[src/rtl/instr_decode_nibble_alu.sv]
// instr_decode_nibble_alu
//   RV32I instruction field decoder (purely combinational) together with a
//   nibble-serial 32-bit ALU that processes 4 bits per clock over 8 cycles.
//
// Ports
//   clk           in   1   system clock, rising edge
//   rst_n         in   1   asynchronous active-low reset (ALU state only)
//   instr         in  32   instruction word to decode
//   alu_ctrl      in   3   ALU op: 0 ADD, 1 SUB, 2 AND, 3 OR, 4 XOR, 5-7 NONE
//   word1, word2  in  32   ALU operands
//   perm_to_count in   1   level-sensitive start request
//   opcode/funct3/rs1/rs2/rd  out   raw instruction fields
//   imm           out 32   sign-extended I/S immediate, else 0
//   jump_addr     out 12   B-type offset bits [12:1] for BRANCH, else 0
//   alu_cmd       out  3   decoded ALU operation (alu_ctrl encoding)
//   result        out 32   ALU result, held until the next start
//   busy          out  1   operation in progress
//   nibble_idx    out  3   nibble to be processed on the next edge
module instr_decode_nibble_alu (
  input  logic        clk,
  input  logic        rst_n,
  input  logic [31:0] instr,
  input  logic [2:0]  alu_ctrl,
  input  logic [31:0] word1,
  input  logic [31:0] word2,
  input  logic        perm_to_count,
  output logic [6:0]  opcode,
  output logic [2:0]  funct3,
  output logic [4:0]  rs1,
  output logic [4:0]  rs2,
  output logic [4:0]  rd,
  output logic [31:0] imm,
  output logic [11:0] jump_addr,
  output logic [2:0]  alu_cmd,
  output logic [31:0] result,
  output logic        busy,
  output logic [2:0]  nibble_idx
);

  localparam logic [2:0] ALU_ADD  = 3'd0;
  localparam logic [2:0] ALU_SUB  = 3'd1;
  localparam logic [2:0] ALU_AND  = 3'd2;
  localparam logic [2:0] ALU_OR   = 3'd3;
  localparam logic [2:0] ALU_XOR  = 3'd4;
  localparam logic [2:0] ALU_NONE = 3'd5;

  localparam logic [6:0] OPC_OP_IMM = 7'b0010011;
  localparam logic [6:0] OPC_LOAD   = 7'b0000011;
  localparam logic [6:0] OPC_JALR   = 7'b1100111;
  localparam logic [6:0] OPC_STORE  = 7'b0100011;
  localparam logic [6:0] OPC_BRANCH = 7'b1100011;
  localparam logic [6:0] OPC_OP     = 7'b0110011;

  typedef enum logic {ST_IDLE, ST_RUN} state_t;

  // ---------------------------------------------------------------------
  // Decoder
  // ---------------------------------------------------------------------
  assign opcode = instr[6:0];
  assign funct3 = instr[14:12];
  assign rs1    = instr[19:15];
  assign rs2    = instr[24:20];
  assign rd     = instr[11:7];

  // Immediate, branch offset and ALU command selection by opcode
  always_comb begin
    imm       = 32'h0000_0000;
    jump_addr = 12'h000;
    alu_cmd   = ALU_NONE;
    case (instr[6:0])
      OPC_OP_IMM: begin
        imm = {{20{instr[31]}}, instr[31:20]};
        case (instr[14:12])
          3'b000:  alu_cmd = ALU_ADD;
          3'b100:  alu_cmd = ALU_XOR;
          3'b110:  alu_cmd = ALU_OR;
          3'b111:  alu_cmd = ALU_AND;
          default: alu_cmd = ALU_NONE;
        endcase
      end
      OPC_LOAD: begin
        imm     = {{20{instr[31]}}, instr[31:20]};
        alu_cmd = ALU_ADD;
      end
      OPC_JALR: begin
        imm     = {{20{instr[31]}}, instr[31:20]};
        alu_cmd = ALU_NONE;
      end
      OPC_STORE: begin
        imm     = {{20{instr[31]}}, instr[31:25], instr[11:7]};
        alu_cmd = ALU_ADD;
      end
      OPC_BRANCH: begin
        jump_addr = {instr[31], instr[7], instr[30:25], instr[11:8]};
      end
      OPC_OP: begin
        case (instr[14:12])
          // instr[30] distinguishes SUB from ADD within funct3 000
          3'b000: begin
            if (instr[30]) begin
              alu_cmd = ALU_SUB;
            end else begin
              alu_cmd = ALU_ADD;
            end
          end
          3'b100:  alu_cmd = ALU_XOR;
          3'b110:  alu_cmd = ALU_OR;
          3'b111:  alu_cmd = ALU_AND;
          default: alu_cmd = ALU_NONE;
        endcase
      end
      default: begin
        imm       = 32'h0000_0000;
        jump_addr = 12'h000;
        alu_cmd   = ALU_NONE;
      end
    endcase
  end

  // ---------------------------------------------------------------------
  // Nibble-serial ALU
  // ---------------------------------------------------------------------
  state_t      state_r, state_nx;
  logic [2:0]  idx_r, idx_nx;
  logic [31:0] result_r, result_nx;
  logic        carry_r, carry_nx;
  logic [2:0]  op_r, op_nx;
  logic [31:0] w1_r, w1_nx;
  logic [31:0] w2_r, w2_nx;

  logic [3:0]  nib_a, nib_b, nib_b_eff, nib_res;
  logic [4:0]  nib_sum;
  logic        nib_carry;

  // Datapath for the current nibble; SUB adds the inverted operand with
  // the carry seeded to 1 at start, giving two's complement subtraction
  always_comb begin
    nib_a     = w1_r[{idx_r, 2'b00} +: 4];
    nib_b     = w2_r[{idx_r, 2'b00} +: 4];
    nib_b_eff = (op_r == ALU_SUB) ? ~nib_b : nib_b;
    nib_sum   = {1'b0, nib_a} + {1'b0, nib_b_eff} + {4'b0000, carry_r};
    nib_res   = 4'h0;
    nib_carry = carry_r;
    case (op_r)
      ALU_ADD, ALU_SUB: begin
        nib_res   = nib_sum[3:0];
        nib_carry = nib_sum[4];
      end
      ALU_AND: nib_res = nib_a & nib_b;
      ALU_OR:  nib_res = nib_a | nib_b;
      ALU_XOR: nib_res = nib_a ^ nib_b;
      default: nib_res = 4'h0;
    endcase
  end

  // Next-state logic: start latching in IDLE, one nibble per cycle in RUN
  always_comb begin
    state_nx  = state_r;
    idx_nx    = idx_r;
    result_nx = result_r;
    carry_nx  = carry_r;
    op_nx     = op_r;
    w1_nx     = w1_r;
    w2_nx     = w2_r;
    case (state_r)
      ST_IDLE: begin
        if (perm_to_count) begin
          state_nx  = ST_RUN;
          idx_nx    = 3'd0;
          result_nx = 32'h0000_0000;
          carry_nx  = (alu_ctrl == ALU_SUB);
          op_nx     = alu_ctrl;
          w1_nx     = word1;
          w2_nx     = word2;
        end else begin
          state_nx = ST_IDLE;
        end
      end
      ST_RUN: begin
        result_nx[{idx_r, 2'b00} +: 4] = nib_res;
        carry_nx = nib_carry;
        if (idx_r == 3'd7) begin
          // carry out of the top nibble is dropped: result is mod 2^32
          state_nx = ST_IDLE;
          idx_nx   = 3'd0;
        end else begin
          idx_nx = idx_r + 3'd1;
        end
      end
      default: begin
        state_nx = ST_IDLE;
        idx_nx   = 3'd0;
      end
    endcase
  end

  // ALU state registers with asynchronous abort on reset
  always_ff @(posedge clk or negedge rst_n) begin
    if (!rst_n) begin
      state_r  <= ST_IDLE;
      idx_r    <= 3'd0;
      result_r <= 32'h0000_0000;
      carry_r  <= 1'b0;
      op_r     <= ALU_NONE;
      w1_r     <= 32'h0000_0000;
      w2_r     <= 32'h0000_0000;
    end else begin
      state_r  <= state_nx;
      idx_r    <= idx_nx;
      result_r <= result_nx;
      carry_r  <= carry_nx;
      op_r     <= op_nx;
      w1_r     <= w1_nx;
      w2_r     <= w2_nx;
    end
  end

  assign busy       = (state_r == ST_RUN);
  assign nibble_idx = idx_r;
  assign result     = result_r;

endmodule

[config.mk]
export PLATFORM = sky130hd
export DESIGN_NAME = instr_decode_nibble_alu
export DESIGN_NICKNAME = d
export VERILOG_FILES = /design/src/rtl/instr_decode_nibble_alu.sv
export SDC_FILE = /design/constraint.sdc
export NUM_CORES = 1
export LEC_CHECK = 0
export ABC_CLOCK_PERIOD_IN_PS = 4500
export BUFFER_PORTS_ARGS = -buffer_cell sky130_fd_sc_hd__buf_2
export CORE_MARGIN = 8
export CORE_UTILIZATION = 30
export DETAILED_ROUTE_END_ITERATION = 8
export SLEW_MARGIN = 25
export SYNTH_ARGS = -nofsm -noshare
export SYNTH_HDL_FRONTEND = slang
export SYNTH_SLANG_ARGS = --single-unit
[constraint.sdc]
create_clock -name clk -period 4.5 [get_ports clk]
set_clock_uncertainty 0.1 [all_clocks]
set_input_delay 0.45 -clock clk [delete_from_list [all_inputs] [get_ports clk]]
set_output_delay 0.45 -clock clk [all_outputs]
set_load 0.02 [all_outputs]
==> flow_metrics.py <==
metrics = {
    "status": {
        "status": "finished, final reports clean",
    },
    "worst_setup_path": {
        "critPathBufInv": 2,
        "setup.worst_path.class": "register to register",
        "required_ns": 4.59,
        "start_kind": "register",
        "crit_chain": "buf_4 -> mux4_1 -> nand2_1 -> and2_1 -> inv_1 -> ha_1 -> a21oi_1 -> a2111oi_0 -> nor3_1 -> o21ai_0",
        "crit_family": "simple AND/OR/NAND/NOR gates",
        "cp-end-kind": "register",
        "cp_data_arrival_time_ns": 4.03,
        "crit_path_max_incr_delay_ns": 0.82,
        "crit_path_max_fanout": 14,
        "slowest_stage": "nor3_1",
    },
    "hold_path": {
        "hold_path_class": "primary input to async pin",
    },
    "logic_synthesis": {
        "synth-edff-count": 0,
        "synth_ff_type": "dfrtp_1",
        "synth_cells": 631,
        "ys_types": 56,
        "synthesis.area_sq_mm": 0.00588,
        "syn-num-nets": 753,
        "syn_area_per_cell_sq_um": 9.32,
        "yosys_warnings": 0,
        "ys_seq_elements": 104,
        "synth-seq-area-share": 0.443,
        "async_flop_share": 1.00,
    },
    "placement": {
        "dp_hpwl_um": 12700,
        "portBuffers": 199,
        "routabilityCongestion": 0.822,
        "dp.cells": 1029,
    },
    "drt": {
        "drt-initial-drc-count": 260,
        "first_pass_iters": 4,
        "wl_per_cell_um": 15.6,
        "vias": 4729,
        "wirelength_um": 16300,
        "antenna_left": 0,
        "vias_per_cell": 4.53,
        "drt_drc_violations_left": 0,
    },
    "timing": {
        "period_share": 0.876,
        "drv_slew": 0,
        "rsz0062_at_grt": "no",
        "fmax_ghz": 0.254,
        "timing.hold.ws_ns": 0.0152,
        "slew-limit-headroom": 0.341,
        "worst_pin_slew_ns": 0.981,
        "period_needed_ns": 3.94,
        "setup_viol": 0,
        "fin_tns_setup_ns": 0,
        "hold_viol_final": 0,
    },
    "grt": {
        "antenna_found_initial": 1,
        "grt_max_degree": 77,
        "groute.usage.overall": 0.133,
        "grt.overflow.total": 0,
        "grt_pass1_wl_um": 25500,
        "grt_pass1_vias": 4794,
    },
    "cts": {
        "hold_buffers": 0,
        "cts_tree": "done",
        "root_buffer": "clkbuf_16",
        "h-tree-depth": 3,
        "cts_buffer_depth": 2,
        "clock_latency_ns": 0.35,
        "clk_pin_slew_ns": 0.07,
        "cts_buffers": 9,
        "cts_resized": 0,
        "clock-sinks": 104,
        "cts_setup_buffers": 0,
    },
    "floorplanning": {
        "start_util": 0.304,
        "die_area_sq_mm": 0.0243,
        "fp-row-count": 51,
        "core_sq_mm": 0.0193,
        "die_h_um": 156,
        "io_pins": 210,
        "die_w_um": 156,
    },
    "layout": {
        "drive_above_1_share": 0.321,
        "num-nets-final": 897,
        "area_growth_syn_to_layout_pct": 21.0,
        "fin_cells": 1045,
        "final_util": 0.368,
        "antennaDiodeCount": 0,
    },
    "power_and_ir_drop": {
        "design_power_total_w": 0.00519,
        "pwr-share-comb": 0.524,
        "seq_power_share": 0.318,
        "power.density_mw_per_mm2": 729,
        "ir_drop_v": 0.000437,
        "switching_power_w": 0.00228,
        "leakagePower_nw": 3.82,
        "pwr-share-clk": 0.158,
        "internal_power_w": 0.00290,
        "swShare": 0.440,
    },
    "job": {
        "drv_cap": 0,
    },
}
flip-flops by register name (all words and copies together) (netlist names):
register and flops:
busy 1, carry_r 1, nibble_idx 3, op_r 3, result 32, w1_r 32
w2_r 32
path summary, 6_finish.rpt:
kind	cells after the start	to	slack, ns	startpoint
worst min register to register	2	w1_r[2]	0.37	w1_r[2]
worst min-delay path	1	w2_r[30]	0.02	rst_n
worst max-delay path	10	result[11]	0.56	nibble_idx[0]
max in group asynchronous	2	result[7]	3.39	rst_n
worst max register to register	10	result[11]	0.56	nibble_idx[0]
min in group clk	3	w2_r[7]	0.19	word2[7]
layout by cell type (no fill, tap or decap), types with 3 or more instances in the layout:
master       n
nand2_1    241
buf_2      198
dfrtp_1    102
and2_1      28
o21ai_0     21
ha_1        18
inv_1       15
nor2_1      12
a22o_1      12
buf_4       10
a21oi_1      9
clkbuf_16    9
mux4_2       8
mux4_1       8
nand3_1      8
nor3_1       5
a21o_1       5
mux2i_4      4
nand3b_1     4
nand2b_1     4
a32o_1       4
xnor2_1      3
o31ai_1      3
o2bb2ai_1    3
mux2i_1      3
power by group through the flow:
| stage | Sequential [W] | Combinational (W) | Clock (W) |
|---|---|---|---|
| after floorplan | 0.00163 | 0.00203 | 0 |
| after global placement | 0.00167 | 0.00271 | 0 |
| after detailed placement | 0.00167 | 0.00276 | 0 |
| after CTS | 0.00166 | 0.00277 | 0.000846 |
| after global routing | 0.00171 | 0.00306 | 0.000884 |
| final | 0.00165 | 0.00271 | 0.000821 |
synth_stat cells (all sizes together) (2+ instances only):
cell / count / area, sq um
nand3b: 4 / 30.0
mux4: 16 / 390
buf: 62 / 442
and4: 2 / 17.5
mux2i: 7 / 120
inv: 15 / 56.3
dfstp: 2 / 52.6
a21oi: 10 / 53.8
fa: 2 / 40.0
nand2: 241 / 905
a32o: 4 / 40.0
a21o: 5 / 37.5
and2: 28 / 175
a31oi: 2 / 12.5
ha: 18 / 225
nand3: 8 / 40.0
xor2: 2 / 17.5
dfrtp: 102 / 2550
nor3: 5 / 25.0
clkbuf: 14 / 62.6
o21ai: 21 / 105
a22o: 12 / 105
o2bb2ai: 3 / 26.3
nor2: 12 / 45.0
nand2b: 5 / 31.3
o31ai: 3 / 22.5
nor4b: 2 / 30.0
nor4: 3 / 33.8
xnor2: 3 / 26.3
final cells by class:
class                   instances  area [sq um]
repair buffers                209          1080
fillers                      2002         12200
well taps                     265           332
flip-flops and latches        104          2610
clock buffers                  10           239
multi-input cells             436          2730
clock inverters                 6          75.1
inverters                      15          56.3
metrics by stage:
stage	instance area (sq um)	setup slack [ns]
5_1_grt	7110	0.248
6_report	7110	0.559
3_3_place_gp	6790	0.577
4_1_cts	7110	0.467
3_5_place_dp	6800	0.478
2_1_floorplan	5880	1.16
cell families after synthesis:
family / share of synthesized area
buffers and inverters: 0.0954
adders and majority gates: 0.0451
xor gates and xnor gates: 0.00745
muxes: 0.0888
DFF: 0.443
and+or+nand+nor: 0.238
AOI/OAI and AO/OA: 0.0826
worst reg2reg max path, cell delays in order, from the launching register on:
cell and delay (ns):
dfrtp_1 0.80, buf_4 0.31, mux4_1 0.57, nand2_1 0.08, and2_1 0.16, inv_1 0.07, ha_1 0.34, a21oi_1 0.18
a2111oi_0 0.12, nor3_1 0.82, o21ai_0 0.23
per-layer routing:
metal / wire (um) / track usage
met1: 6960 / 0.160
met2: 7490 / 0.218
met3: 1530 / 0.0440
met4: 295 / 0.0444
met5: 13 / 0
No activity file was read; power rests on OpenSTA's default activity.
